### config.mk
export PLATFORM = sky130hd
export DESIGN_NAME = uart_tx_cfg
export DESIGN_NICKNAME = d
export VERILOG_FILES = /design/src/rtl/uart_pkg.sv /design/src/rtl/uart_tx_fifo.sv /design/src/rtl/uart_tx_cfg.sv
export SDC_FILE = /design/constraint.sdc
export NUM_CORES = 1
export LEC_CHECK = 0
export ABC_AREA = 0
export CORE_ASPECT_RATIO = 0.6
export CORE_UTILIZATION = 46
export CTS_CLUSTER_SIZE = 30
export DETAILED_ROUTE_END_ITERATION = 10
export PLACE_DENSITY = 0.73
export SLEW_MARGIN = 20
export SYNTH_ARGS = -nofsm -noshare
export SYNTH_HDL_FRONTEND = slang
export SYNTH_SLANG_ARGS = --single-unit
### constraint.sdc
create_clock -name clk -period 4.8 [get_ports clk]
set_clock_uncertainty 0.1 [all_clocks]
set_input_delay 0.48 -clock clk [delete_from_list [all_inputs] [get_ports clk]]
set_output_delay 0.48 -clock clk [all_outputs]
set_load 0.02 [all_outputs]
### src/rtl/uart_pkg.sv
// Shared UART definitions: FSM state encoding and parity-mode constants.
// The PARITY state exists only when UART_TX_PARITY_EN is defined.
package uart_pkg;

  localparam int PAR_NONE = 0;
  localparam int PAR_ODD  = 1;
  localparam int PAR_EVEN = 2;

  typedef enum logic [2:0] {
    ST_IDLE   = 3'd0,
    ST_START  = 3'd1,
    ST_DATA   = 3'd2,
`ifdef UART_TX_PARITY_EN
    ST_PARITY = 3'd3,
`endif
    ST_STOP   = 3'd4
  } tx_state_e;

endpackage

### src/rtl/uart_tx_fifo.sv
// Transmit FIFO: power-of-two depth, wrapping pointers, full/empty from count.
// Storage is not reset; only pointers and count are.
module uart_tx_fifo #(
  parameter int WIDTH = 8,
  parameter int DEPTH = 4
) (
  input  logic                    clk,
  input  logic                    reset_n,
  input  logic                    push,
  input  logic                    pop,
  input  logic [WIDTH-1:0]        wr_data,
  output logic [WIDTH-1:0]        rd_data,
  output logic [$clog2(DEPTH):0]  count,
  output logic                    full,
  output logic                    empty
);

  localparam int PTR_W = $clog2(DEPTH);
  localparam int CNT_W = PTR_W + 1;

  logic [WIDTH-1:0] mem [DEPTH];
  logic [PTR_W-1:0] wr_ptr;
  logic [PTR_W-1:0] rd_ptr;

  always_ff @(posedge clk or negedge reset_n) begin
    if (!reset_n) begin
      wr_ptr <= '0;
      rd_ptr <= '0;
      count  <= '0;
    end else begin
      if (push) wr_ptr <= wr_ptr + 1'b1;
      if (pop)  rd_ptr <= rd_ptr + 1'b1;
      case ({push, pop})
        2'b10:   count <= count + 1'b1;
        2'b01:   count <= count - 1'b1;
        default: count <= count;
      endcase
    end
  end

  always_ff @(posedge clk) begin
    if (push) mem[wr_ptr] <= wr_data;
  end

  assign rd_data = mem[rd_ptr];
  assign full    = (count == CNT_W'(DEPTH));
  assign empty   = (count == '0);

endmodule

### src/rtl/uart_tx_cfg.sv
// uart_tx_cfg: configurable UART transmitter fed by a small transmit FIFO.
// Optional parity framing is compiled in only when UART_TX_PARITY_EN is defined.
module uart_tx_cfg
  import uart_pkg::*;
#(
  parameter int CLKS_PER_BIT = 868,
  parameter int DATA_BITS    = 8,
  parameter int STOP_BITS    = 1,
  parameter int PARITY       = 0,
  parameter int FIFO_DEPTH   = 4
) (
  input  logic                         clk,
  input  logic                         reset_n,
  input  logic [DATA_BITS-1:0]         data_in,
  input  logic                         load,
  output logic                         ready,
  output logic                         busy,
  output logic                         serial_tx,
  output logic [$clog2(FIFO_DEPTH):0]  fifo_count,
  output logic                         overrun
);

  localparam int                 BIT_W     = $clog2(DATA_BITS);
  localparam logic [15:0]        BAUD_LAST = 16'(CLKS_PER_BIT - 1);
  localparam logic [BIT_W-1:0]   LAST_BIT  = BIT_W'(DATA_BITS - 1);
  localparam logic               STOP_LAST = 1'(STOP_BITS - 1);
  localparam bit                 PAR_ON    = (PARITY != PAR_NONE);

  // Without the parity build, the state after DATA is always STOP.
`ifdef UART_TX_PARITY_EN
  localparam tx_state_e PAR_STATE = ST_PARITY;
`else
  localparam tx_state_e PAR_STATE = ST_STOP;
`endif

  tx_state_e            state;
  tx_state_e            next_state;
  logic [15:0]          baud_cnt;
  logic [BIT_W-1:0]     bit_idx;
  logic                 stop_idx;
  logic [DATA_BITS-1:0] shift_reg;
  logic                 bit_end;
  logic                 tx_next;
  logic                 push;
  logic                 pop;
  logic                 full;
  logic                 empty;
  logic [DATA_BITS-1:0] fifo_rd_data;

  assign ready   = !full;
  assign push    = load && !full;
  assign bit_end = (baud_cnt == '0);

  uart_tx_fifo #(
    .WIDTH (DATA_BITS),
    .DEPTH (FIFO_DEPTH)
  ) u_fifo (
    .clk     (clk),
    .reset_n (reset_n),
    .push    (push),
    .pop     (pop),
    .wr_data (data_in),
    .rd_data (fifo_rd_data),
    .count   (fifo_count),
    .full    (full),
    .empty   (empty)
  );

`ifdef UART_TX_PARITY_EN
  function automatic logic parity_of(input logic [DATA_BITS-1:0] d);
    return (PARITY == PAR_ODD) ? ~(^d) : (^d);
  endfunction

  logic par_bit;

  always_ff @(posedge clk) begin
    if (pop) par_bit <= parity_of(fifo_rd_data);
  end
`endif

  always_comb begin
    next_state = state;
    pop        = 1'b0;
    tx_next    = 1'b1;
    unique case (state)
      ST_IDLE: begin
        if (!empty) begin
          next_state = ST_START;
          pop        = 1'b1;
        end
      end
      ST_START: begin
        tx_next = 1'b0;
        if (bit_end) next_state = ST_DATA;
      end
      ST_DATA: begin
        tx_next = shift_reg[0];
        if (bit_end && (bit_idx == LAST_BIT)) next_state = PAR_ON ? PAR_STATE : ST_STOP;
      end
`ifdef UART_TX_PARITY_EN
      ST_PARITY: begin
        tx_next = par_bit;
        if (bit_end) next_state = ST_STOP;
      end
`endif
      ST_STOP: begin
        // Chain straight into the next start bit when more words are queued.
        if (bit_end && (stop_idx == STOP_LAST)) begin
          if (!empty) begin
            next_state = ST_START;
            pop        = 1'b1;
          end else begin
            next_state = ST_IDLE;
          end
        end
      end
      default: next_state = ST_IDLE;
    endcase
  end

  // The line and busy are registered from the current state, so both lag it by one cycle.
  always_ff @(posedge clk or negedge reset_n) begin
    if (!reset_n) begin
      state     <= ST_IDLE;
      baud_cnt  <= '0;
      bit_idx   <= '0;
      stop_idx  <= 1'b0;
      serial_tx <= 1'b1;
      busy      <= 1'b0;
      overrun   <= 1'b0;
    end else begin
      state     <= next_state;
      serial_tx <= tx_next;
      busy      <= (state != ST_IDLE) || (fifo_count != '0);
      overrun   <= load && full;

      if (bit_end || (state == ST_IDLE)) baud_cnt <= BAUD_LAST;
      else                                baud_cnt <= baud_cnt - 16'd1;

      if (state != ST_DATA) bit_idx <= '0;
      else if (bit_end)     bit_idx <= bit_idx + BIT_W'(1);

      if (state != ST_STOP) stop_idx <= 1'b0;
      else if (bit_end)     stop_idx <= ~stop_idx;
    end
  end

  always_ff @(posedge clk) begin
    if (pop)                               shift_reg <= fifo_rd_data;
    else if ((state == ST_DATA) && bit_end) shift_reg <= {1'b0, shift_reg[DATA_BITS-1:1]};
  end

endmodule

-- Word-level counts from Yosys, hierarchy flattened
Memory sizes are Yosys's and may differ from the RTL's.
Cells that the tools add are included.
- add/sub/neg operators: 6
- eq/ne operators: 13
- muxes and demuxes: 20
- bitwise operators: 1
- reduce and logical (&&, ||, !) cells: 18
- operators with widths (cell ; count):
    $mux 3 ; 6
    $logic_not 16->1 ; 1
    $mux 16 ; 1
    $mux 8 ; 2
    $sub 16x1->16 const B ; 1
    $pmux 3 s4 ; 1
    $eq 3x3->1 const B ; 3
    $ne 2x2->1 const B ; 4
    $reduce_bool 2->1 ; 4
    $mux 1 ; 7
    $add 3x1->3 const B ; 2
    $logic_not 3->1 ; 2
    $pmux 3 s2 ; 1
    $reduce_bool 3->1 ; 2
    $logic_and 1x1->1 ; 5
    $add 2x1->2 const B ; 2
    $pmux 1 s2 ; 2
    $reduce_and 4->1 ; 1
    $eq 3x1->1 const B ; 1
    $eq 3x2->1 const B ; 1
    $ne 3x2->1 const B ; 1
    $ne 3x3->1 const B ; 1
    $sub 3x1->3 const B ; 1
    $eq 2x1->1 const B ; 1
    4 further kinds ; 5
- flip-flop bits (word level): 41
- RAM bits: 32
- bits of input ports: 11
- output and inout port bits: 7
- word-level logic and storage cells: 70
- memories: 1
- memories (name ; words ; width ; read ports ; clocked after Yosys merged registers in ; write ports ; RTL line ; source):
    u_fifo.mem ; 4 ; 8 ; 1 ; 0 ; 1 ; uart_tx_fifo.sv:21 ; logic [WIDTH-1:0] mem [DEPTH];

-- Depth between registers and ports, before layout
Gate-level depths: netlist of the first run.
- word-level depth: 6
- depth in mapped cells: 12
- depth with buffers taken out: 11

-- Cells and area by module
Synthesis of the first run repeated with hierarchy kept, for this count alone.
- cell total of the unflattened synthesis: 225
- area total of the unflattened synthesis: 3189.3 µm²
- modules (own cells, without submodules) (module ; times used ; cells an instance ; area each (µm²) ; seq. area each (µm²)):
    uart_tx_cfg ; 1 ; 146 ; 1637.8 ; 892.1
    uart_tx_fifo ; 1 ; 79 ; 1551.5 ; 1136.1

-- Worst setup path before layout of the first run
No wires, ideal clock.
- path type: register to register
- start: reg baud_cnt[0]
- end: reg u_fifo.count[1]
- setup time: 0.125 ns
- arrival: 2.626 ns
- data required time: 4.575 ns
- path slack: 1.949 ns
- cell stages (with the launch flop): 11
- buffers on the path: 1
- period minus slack after synthesis: 2.851 ns
- path through: dfrtp_1 inv_1 ha_1 nor3b_1 nand4_4 o31a_1 buf_6 inv_1 ha_1 fa_1 mux2_2
- cells in the longest elaborated chain, start to end: 6
- elaborated cells on any way between the ends: 8
- those cells by class: 2 x eq/ne; 3 x mux; 3 x reduce/logical
- ends and longest elaborated chain (item ; RTL line ; source):
    from (decl) ; uart_tx_cfg.sv:38 ; logic [15:0] baud_cnt;
    from (signal assigned) ; uart_tx_cfg.sv:138 ; else baud_cnt <= baud_cnt - 16'd1;
    $logic_not 16->1 * ; uart_tx_cfg.sv:52 ; assign bit_end = (baud_cnt == '0);
    $logic_and 1x1->1 * ; uart_tx_cfg.sv:108 ; if (bit_end && (stop_idx == STOP_LAST)) begin
    $mux 1 * ; uart_tx_cfg.sv:108 ;
    $pmux 1 s2 * ; uart_tx_cfg.sv:85 ; unique case (state)
    $eq 2x1->1 / $eq 2x2->1 (equally long branches) ; uart_tx_fifo.sv:33 ; case ({push, pop})
    $pmux 3 s2 / $reduce_bool 2->1 (equally long branches) ; -- ;
    to (signal assigned) ; uart_tx_fifo.sv:34 ; 2'b10: count <= count + 1'b1;
    to (signal assigned) ; uart_tx_fifo.sv:35 ; 2'b01: count <= count - 1'b1;
    to (signal assigned) ; uart_tx_fifo.sv:36 ; default: count <= count;
    to (decl) ; uart_tx_fifo.sv:13 ; output logic [$clog2(DEPTH):0] count,
Every way passes the cells marked *; elsewhere a longest branch is shown, timed or not.
A chain may end at the register's enable or synchronous reset.

-- Worst setup path after layout of the first run
Same ends and word-level chain as after synthesis.

==> results.py, run 1 <==
metrics = {
    "outcome": {
        "status": "finished, final reports clean",
    },
    "synthesis": {
        "syn_nets": 238,
        "synthesis.instances": 218,
        "netlist.area_leader.share": 0.3768,
        "synth.area.top_cells": "edfxtp_1 (38%), dfrtp_1 (25%), mux4_2 (5.7%)",
        "synth_warnings": 0,
        "synth_area_leader_cell": "edfxtp_1",
        "ys.flop_type": "edfxtp_1",
        "synthArstFlopShare": 0.4521,
        "ys_ff_latch": 73,
        "synth_area_sq_mm": 0.003188,
        "yosys.cell_types.count": 40,
        "syn_avg_cell_area_sq_um": 14.62,
        "seq_area_frac_synth": 0.6362,
        "synth_edf_count": 40,
    },
    "grt": {
        "grt_max_degree": 34,
        "antenna_found_initial": 0,
        "grt_pass1_wl_mm": 8.970,
        "grt_pass1_vias": 1743,
        "grt_overflow": 0,
        "grt_use_total": 0.1730,
    },
    "placed_design": {
        "dpl_cell_area_sq_mm": 0.003448,
        "place_ws_ps": 1679,
        "port_buffers": 17,
        "hpwl_mm": 3.818,
        "gp_congestion": 0.7739,
        "place_inst": 318,
    },
    "timing": {
        "max_freq_mhz": 314.0,
        "setup_ws_ps": 1616,
        "finalCritPeriodShare": 0.6634,
        "slew_viol_final": 0,
        "rsz0062_at_grt": "no",
        "worst_pin_slew_ps": 701.3,
        "fin_hold_ws_ps": 386.6,
        "timing.setup.tns_ps": 0,
        "period_needed_ps": 3184,
        "setup_viol": 0,
        "slew_headroom": 0.5294,
        "finalHoldViolations": 0,
    },
    "route": {
        "drt_wl_total_mm": 5.599,
        "wl_met2_mm": 2.317,
        "drt-vias-per-instance": 5.407,
        "wl_met1_mm": 2.989,
        "postRouteAntennaNets": 0,
        "dr_wl_met3_microns": 254,
        "drc": 0,
        "drt-initial-drc-count": 89,
        "top_layer": "met4",
        "vias": 1806,
        "firstDrtPassIters": 5,
        "wl_per_cell_microns": 16.76,
    },
    "critical_path": {
        "cp-end-kind": "register",
        "reg2reg_depth": 9,
        "worstPathCellList": "inv_1, ha_1, nor3b_1, nand4_4, o31a_1, inv_1, ha_1, fa_1, mux2_2",
        "required_ps": 4900,
        "worstSetupPathDepth": 9,
        "path_max_fanout": 13,
        "cp_top_family": "adder cells",
        "worstSetupPathType": "reg -> reg",
        "cp_num_buf_inv": 2,
        "arrival_ps": 3290,
        "max_stage_delay_ps": 550,
        "crit_slowest_cell": "o31a_1",
        "startpoint_type": "register",
    },
    "power_and_ir_drop": {
        "leakage_nw": 1.450,
        "ir_drop_v": 0.0003139,
        "power_density_mw_per_mm2": 577.1,
    },
    "hold_path": {
        "hold_depth": 1,
        "hold_class": "reg -> reg",
    },
    "finish": {
        "final_cell_mix": "edfxtp_1 (40), dfrtp_1 (32), nand2_1 (19)",
        "layout.nets": 262,
        "final_common_cell": "edfxtp_1",
        "syn2layout_area_growth_pct": 18.72,
        "largest_reg_flops": 32,
        "layout-drive-gt1-share": 0.1538,
        "fin_cells": 334,
        "diodes": 0,
        "final_area_sq_mm": 0.003785,
    },
    "cts": {
        "cts_tree": "done",
        "cts_buffer_depth": 2,
        "cts_hold_buf": 0,
        "cts_setup_buffers": 0,
        "h-tree-depth": 3,
        "clk_pin_slew_ps": 50,
        "clk_latency_ps": 320,
        "cts_sinks": 73,
        "cts-root-buf": "clkbuf_16",
        "post_cts_resized": 0,
        "cts_made_buffers": 9,
    },
    "floorplanning": {
        "core_sq_mm": 0.006676,
        "die_w_microns": 109.5,
        "die_h_microns": 66.49,
        "start_util": 0.4775,
        "io_pins": 18,
        "row_count": 23,
        "die-area_sq_mm": 0.007278,
    },
    "flow_run": {
        "maxCapViolCount": 0,
    },
}
## report_power, final
group	leakage, nW	switching, mW	internal (mW)
Sequential	0.770	0.130	0.811
Combinational	0.516	0.245	0.251
Clock	0.164	0.240	0.508
## path summary, 6_finish.rpt
kind                             start              end  slack (ps)
setup / recovery           baud_cnt[0]  u_fifo.count[1]        1620
hold / removal             baud_cnt[0]      baud_cnt[0]         390
setup reg to reg           baud_cnt[0]  u_fifo.count[1]        1620
hold reg to reg            baud_cnt[0]      baud_cnt[0]         390
max in group asynchronous      reset_n        serial_tx        3810
min in group asynchronous      reset_n      baud_cnt[2]         460
## synthesized netlist by cell type, types with 3 or more instances
cell and n:
or3_1 4, mux2_2 5, o31ai_1 3, dfrtp_1 32, xnor2_1 8, xor2_1 9, nand2b_1 3, nand2_1 19
clkbuf_1 3, edfxtp_1 40, nor3_1 3, and3_1 6, inv_1 8, a21oi_1 8, nand3b_1 3, o21ai_0 3
mux4_2 8, nor2_1 14, ha_1 8, nand4b_1 3, or4_1 3, mux2_4 4
## logic make-up (layout without fill, tap and decap cells)
| family | after synthesis | in the layout | synth area share |
|---|---|---|---|
| AOI/OAI and AO/OA | 20 | 20 | 0.03925 |
| xor gates and xnor gates | 17 | 17 | 0.04671 |
| adders and majority gates | 9 | 9 | 0.03768 |
| buffers and inverters | 13 | 42 | 0.01766 |
| DFF | 73 | 73 | 0.6362 |
| muxes | 17 | 17 | 0.09301 |
| and+or+nand+nor | 69 | 69 | 0.1295 |
## cell type report
type,count,area (sq um)
clock buffer,11,232.7
clock inverter,5,103.9
sequential,73,2028
tap,87,108.9
multi-input combinational,132,1104
fill,531,2892
timing repair buffer,18,177.7
inverter,8,30.03
## per-stage QoR
step	total power, mW	util
6_report	2.184	0.5669
5_1_grt	2.293	0.5669
4_1_cts	2.202	0.5669
3_5_place_dp	1.447	0.5165
3_3_place_gp	1.429	0.5165
2_1_floorplan	1.288	-
## routing by layer
metal,GRT usage,vias to the layer above
li1,-,855
met3,0.05577,4
met4,0.06000,0
met2,0.2233,40
met1,0.2681,907
met5,0,-
(Power assumes the default switching activity.)
==> run 2, diff against run 1 <==
==> constraint.sdc (replaced) <==
create_clock -name clk -period 3.2 [get_ports clk]
set_clock_uncertainty 0.1 [all_clocks]
set_input_delay 0.32 -clock clk [delete_from_list [all_inputs] [get_ports clk]]
set_output_delay 0.32 -clock clk [all_outputs]
set_load 0.02 [all_outputs]
==> run 2 against run 1 <==
  * First-iteration DRC count grew 28%
  * Setup slack lost 1300 ps
  * Sequential share of layout area grew 0.14 points
  * Die area is the same
  * Largest power group unchanged
  * Register-to-register slack lost 1300 ps
  * Sequential power grew 50%
  * Worst hold slack lost 100 ps
  * Clock-buffer cell count shrank 2
  * Sequential cell count is the same
  * Critical path depth is the same
  * Global-route usage grew 1.0 points
==> results.py, run 2 (synthesis results as in run 1) <==
metrics = {
    "outcome": {
        "status": "finished, final reports clean",
    },
    "power_and_ir_drop": {
        "power_density_mw_per_mm2": 836.5,
        "leakage_nw": 1.441,
        "ir_drop_v": 0.0004048,
    },
    "cts": {
        "clk_latency_ps": 340,
        "cts_tree": "done",
        "cts-root-buf": "clkbuf_16",
        "cts_buffer_depth": 2,
        "cts_made_buffers": 9,
        "cts_sinks": 73,
        "cts_setup_buffers": 0,
        "cts_hold_buf": 0,
        "h-tree-depth": 3,
        "post_cts_resized": 0,
        "clk_pin_slew_ps": 60,
    },
    "timing": {
        "finalHoldViolations": 0,
        "fin_hold_ws_ps": 286.1,
        "finalCritPeriodShare": 0.8921,
        "slew_headroom": 0.2894,
        "slew_viol_final": 0,
        "period_needed_ps": 2855,
        "rsz0062_at_grt": "no",
        "timing.setup.tns_ps": 0,
        "setup_ws_ps": 345.4,
        "max_freq_mhz": 350.3,
        "worst_pin_slew_ps": 1055,
        "setup_viol": 0,
    },
    "finish": {
        "largest_reg_flops": 32,
        "layout.nets": 265,
        "final_area_sq_mm": 0.003775,
        "seqCellArea_sq_mm": 0.002028,
        "final_common_cell": "edfxtp_1",
        "diodes": 0,
        "layout-drive-gt1-share": 0.1720,
        "syn2layout_area_growth_pct": 18.41,
        "multi_input_area_sq_mm": 0.001104,
        "fin_util": 0.5654,
        "final_cell_mix": "edfxtp_1 (40), dfrtp_1 (32), nand2_1 (19)",
        "nFillCells": 539,
    },
    "route": {
        "drt-initial-drc-count": 114,
        "postRouteAntennaNets": 0,
        "firstDrtPassIters": 4,
        "wl_per_cell_microns": 16.29,
        "drt_wl_total_mm": 5.489,
        "drc": 0,
        "drt-vias-per-instance": 5.374,
        "vias": 1811,
    },
    "grt": {
        "grt_overflow": 0,
        "antenna_found_initial": 0,
        "grt_use_total": 0.1831,
        "grt_pass1_wl_mm": 9.480,
        "grt_max_degree": 34,
        "grt_pass1_vias": 1885,
    },
    "critical_path": {
        "startpoint_type": "register",
        "cp-end-kind": "register",
        "timing.rr.end": "u_fifo.count[1]",
        "crit_slowest_cell": "fa_1",
        "required_ps": 3320,
        "reg2reg_depth": 9,
        "worstSetupPathType": "reg -> reg",
        "r2r_start": "baud_cnt[0]",
        "reg2reg_slack_ps": 350,
        "path_max_fanout": 9,
        "arrival_ps": 2970,
        "cp_num_buf_inv": 2,
        "cp_top_family": "adder cells",
        "max_stage_delay_ps": 420,
        "worstPathCellList": "inv_1, ha_1, nor3b_1, nand4_4, o31a_1, inv_1, ha_1, fa_1, mux2_2",
    },
    "floorplanning": {
        "start_util": 0.4775,
        "die-area_sq_mm": 0.007278,
        "die_h_microns": 66.49,
        "io_pins": 18,
        "die_w_microns": 109.5,
        "core_sq_mm": 0.006676,
        "row_count": 23,
    },
    "placed_design": {
        "port_buffers": 17,
        "gp_congestion": 0.7458,
        "place_ws_ps": 350.4,
        "hpwl_mm": 3.802,
        "dpl_cell_area_sq_mm": 0.003471,
    },
    "hold_path": {
        "hold_class": "in -> async",
    },
    "flow_run": {
        "maxCapViolCount": 0,
    },
}
-- run 2: changes by cell type in the layout (fill, tap and decap cells not counted), sizes merged --
| cell | before | now |
|---|---|---|
| clkinv | 2 | 1 |
| clkinvlp | 0 | 3 |
| buf | 1 | 4 |
| bufinv | 3 | 1 |
| clkbuf | 11 | 9 |
| inv | 8 | 10 |
-- run 2: power breakdown --
part / internal, mW / switching [mW]
Sequential: 1.22 / 0.193
Combinational: 0.384 / 0.357
Clock: 0.609 / 0.398
Total: 2.21 / 0.948
-- run 2: worst reg2reg max path, stage by stage, from the launching register on --
cell	delay (ps)
dfrtp_1	400
inv_1	60
ha_1	250
nor3b_1	410
nand4_4	220
o31a_1	350
inv_1	60
ha_1	190
fa_1	420
mux2_2	280
-- run 2: layout make-up --
cell class | count | area share
clock buffers | 9 | 0.05966
well taps | 87 | 0.02884
inverters | 8 | 0.007955
multi-input cells | 132 | 0.2923
flip-flops and latches | 73 | 0.5373
clock inverters | 7 | 0.02088
repair buffers | 21 | 0.05303
-- run 2: worst max path at each step --
stage	slack [ps]	cells past startpoint	end	startpoint
floorplan	350	10	u_fifo.count[1]	baud_cnt[0]
global placement	430	9	u_fifo.count[1]	baud_cnt[0]
CTS	320	9	u_fifo.count[1]	baud_cnt[0]
detailed placement	350	9	u_fifo.count[1]	baud_cnt[0]
finish	350	9	u_fifo.count[1]	baud_cnt[0]
global route	100	9	u_fifo.count[1]	baud_cnt[0]
-- run 2: per-stage QoR --
stage	power, mW	std cells
after floorplan	1.931	218
after global placement	2.154	321
after detailed placement	2.181	321
after CTS	3.196	337
after global routing	3.332	337
final	3.158	337
-- run 2: metal layers --
layer  routed length [microns]  vias up  track usage
met5                         0        -            0
met4                        74        0      0.05333
met3                       240        7      0.07730
met2                      2308       32       0.2492
met1                      2866      913       0.2647
li1                          -      859            -
==> run 3, diff against run 2 <==
--- a/config.mk
+++ b/config.mk
@@ -10,6 +10,7 @@
 export CORE_UTILIZATION = 46
 export CTS_CLUSTER_SIZE = 30
 export DETAILED_ROUTE_END_ITERATION = 10
+export GPL_TIMING_DRIVEN = 0
 export PLACE_DENSITY = 0.73
 export SLEW_MARGIN = 20
 export SYNTH_ARGS = -nofsm -noshare
==> run 3 against run 2 <==
  * Total power rose by 4.2%
  * Utilization rose by 1.1 points
  * Wire length up 11%
  * Clock power increased by 8%
  * Critical endpoint unchanged
  * Via count increased by 4.9%
==> results.py, run 3 (synthesis results as in run 1) <==
metrics = {
    "outcome": {
        "status": "finished, final reports clean",
    },
    "floorplanning": {
        "io_pins": 18,
        "start_util": 0.4775,
        "row_count": 23,
        "core_sq_mm": 0.006676,
        "die_w_microns": 109.5,
        "die-area_sq_mm": 0.007278,
        "die_h_microns": 66.49,
    },
    "critical_path": {
        "reg2reg_slack_ps": 250,
        "arrival_ps": 3060,
        "max_stage_delay_ps": 430,
        "required_ps": 3320,
        "crit_slowest_cell": "fa_1",
        "worstPathCellList": "inv_1, ha_1, nor3b_4, nand4_4, o31a_1, buf_6, inv_1, ha_1, fa_1, mux2_2",
        "startpoint_type": "register",
        "path_max_fanout": 10,
        "cp-end-kind": "register",
        "timing.rr.end": "u_fifo.count[1]",
        "cp_top_family": "adder cells",
        "r2r_start": "baud_cnt[0]",
        "cp_num_buf_inv": 3,
        "worstSetupPathType": "reg -> reg",
        "reg2reg_depth": 10,
    },
    "cts": {
        "cts_sinks": 73,
        "cts-root-buf": "clkbuf_16",
        "cts_tree": "done",
        "clk_latency_ps": 340,
        "cts_buffer_depth": 2,
        "clk_pin_slew_ps": 60,
        "cts_made_buffers": 9,
        "h-tree-depth": 3,
    },
    "route": {
        "drt-vias-per-instance": 5.569,
        "vias": 1899,
        "drc": 0,
        "drt-initial-drc-count": 117,
        "drt_wl_total_mm": 6.067,
        "firstDrtPassIters": 4,
        "wl_per_cell_microns": 17.79,
        "postRouteAntennaNets": 0,
    },
    "hold_path": {
        "hold_class": "in -> async",
    },
    "finish": {
        "syn2layout_area_growth_pct": 20.68,
        "multi_input_area_sq_mm": 0.001115,
        "final_cell_mix": "edfxtp_1 (40), dfrtp_1 (32), nand2_1 (19)",
        "layout-drive-gt1-share": 0.1732,
        "largest_reg_flops": 32,
        "layout.nets": 269,
        "nFillCells": 534,
        "diodes": 0,
        "seqCellArea_sq_mm": 0.002028,
        "final_common_cell": "edfxtp_1",
    },
    "placed_design": {
        "hpwl_mm": 4.050,
        "gp_congestion": 0.7360,
        "port_buffers": 17,
    },
    "timing": {
        "finalCritPeriodShare": 0.9206,
        "max_freq_mhz": 339.4,
        "timing.setup.tns_ps": 0,
        "rsz0062_at_grt": "no",
        "period_needed_ps": 2946,
        "finalHoldViolations": 0,
        "slew_viol_final": 0,
        "setup_viol": 0,
        "slew_headroom": 0.4322,
        "worst_pin_slew_ps": 846.0,
    },
    "power_and_ir_drop": {
        "ir_drop_v": 0.0004412,
        "finalPower_mw": 3.291,
        "leakage_nw": 1.476,
        "power_density_mw_per_mm2": 855.5,
    },
    "grt": {
        "grt_use_total": 0.1942,
        "grt_overflow": 0,
        "antenna_found_initial": 0,
        "grt_pass1_wl_mm": 9.811,
        "grt_pass1_vias": 1868,
        "grt_max_degree": 21,
    },
    "flow_run": {
        "maxCapViolCount": 0,
    },
}
run 3: how the worst max path moves through the flow:
stage | start | endpoint | cells past startpoint | slack, ps
final | baud_cnt[0] | u_fifo.count[1] | 10 | 250
after global routing | baud_cnt[0] | u_fifo.count[1] | 10 | 90
after CTS | baud_cnt[0] | u_fifo.count[1] | 10 | 60
after detailed placement | baud_cnt[0] | u_fifo.count[1] | 10 | -10
after global placement | baud_cnt[0] | u_fifo.count[1] | 10 | 50
after floorplan | baud_cnt[0] | u_fifo.count[1] | 10 | 350
run 3: stage by stage:
step                instances  setup slack (ps)    util  area (sq um)  hold WS, ps
floorplan                 218             348.8       -          3188       -75.59
global placement          322             54.83  0.5193          3467        377.4
detailed placement        323            -14.56  0.5227          3490        149.9
CTS                       340             62.20  0.5742          3834        327.7
global route              341             88.96  0.5763          3847        352.1
finish                    341             254.0  0.5763          3847        325.6
run 3: power by group:
part / switching, mW / total (mW) / internal (mW) / leakage [nW]
clock: 0.385 / 1.09 / 0.706 / 0.159
sequential: 0.144 / 1.36 / 1.22 / 0.770
combinational: 0.437 / 0.838 / 0.401 / 0.546
total: 0.967 / 3.29 / 2.32 / 1.48
run 3: what timing repair did:
item / CTS / global route
pin swaps: 0 / 1
buffers inserted: 0 / 1
endpoints found under the setup margin: 1 / 1
gates resized for setup: 1 / 1
hold buffers: 1 / 0
endpoints found under the hold margin: 13 / 0
run 3: routing by layer:
metal  vias to the layer above  part of all wire  wire (microns)  global-route usage
li1                        866                 -               -                   -
met1                       986              0.50            3021              0.2737
met2                        37              0.44            2695              0.2728
met3                        10             0.042             256             0.08023
met4                         0             0.015              94             0.06000
met5                         -                 0               0                   0
run 3: area by class of cell:
class,instances,area share
Buffer,5,0.006829
Clock buffer,10,0.06211
Clock inverter,6,0.02341
Inverter,8,0.007805
Multi-Input combinational cell,132,0.2898
Sequential cell,73,0.5272
Tap cell,87,0.02829
Timing Repair Buffer,20,0.05463
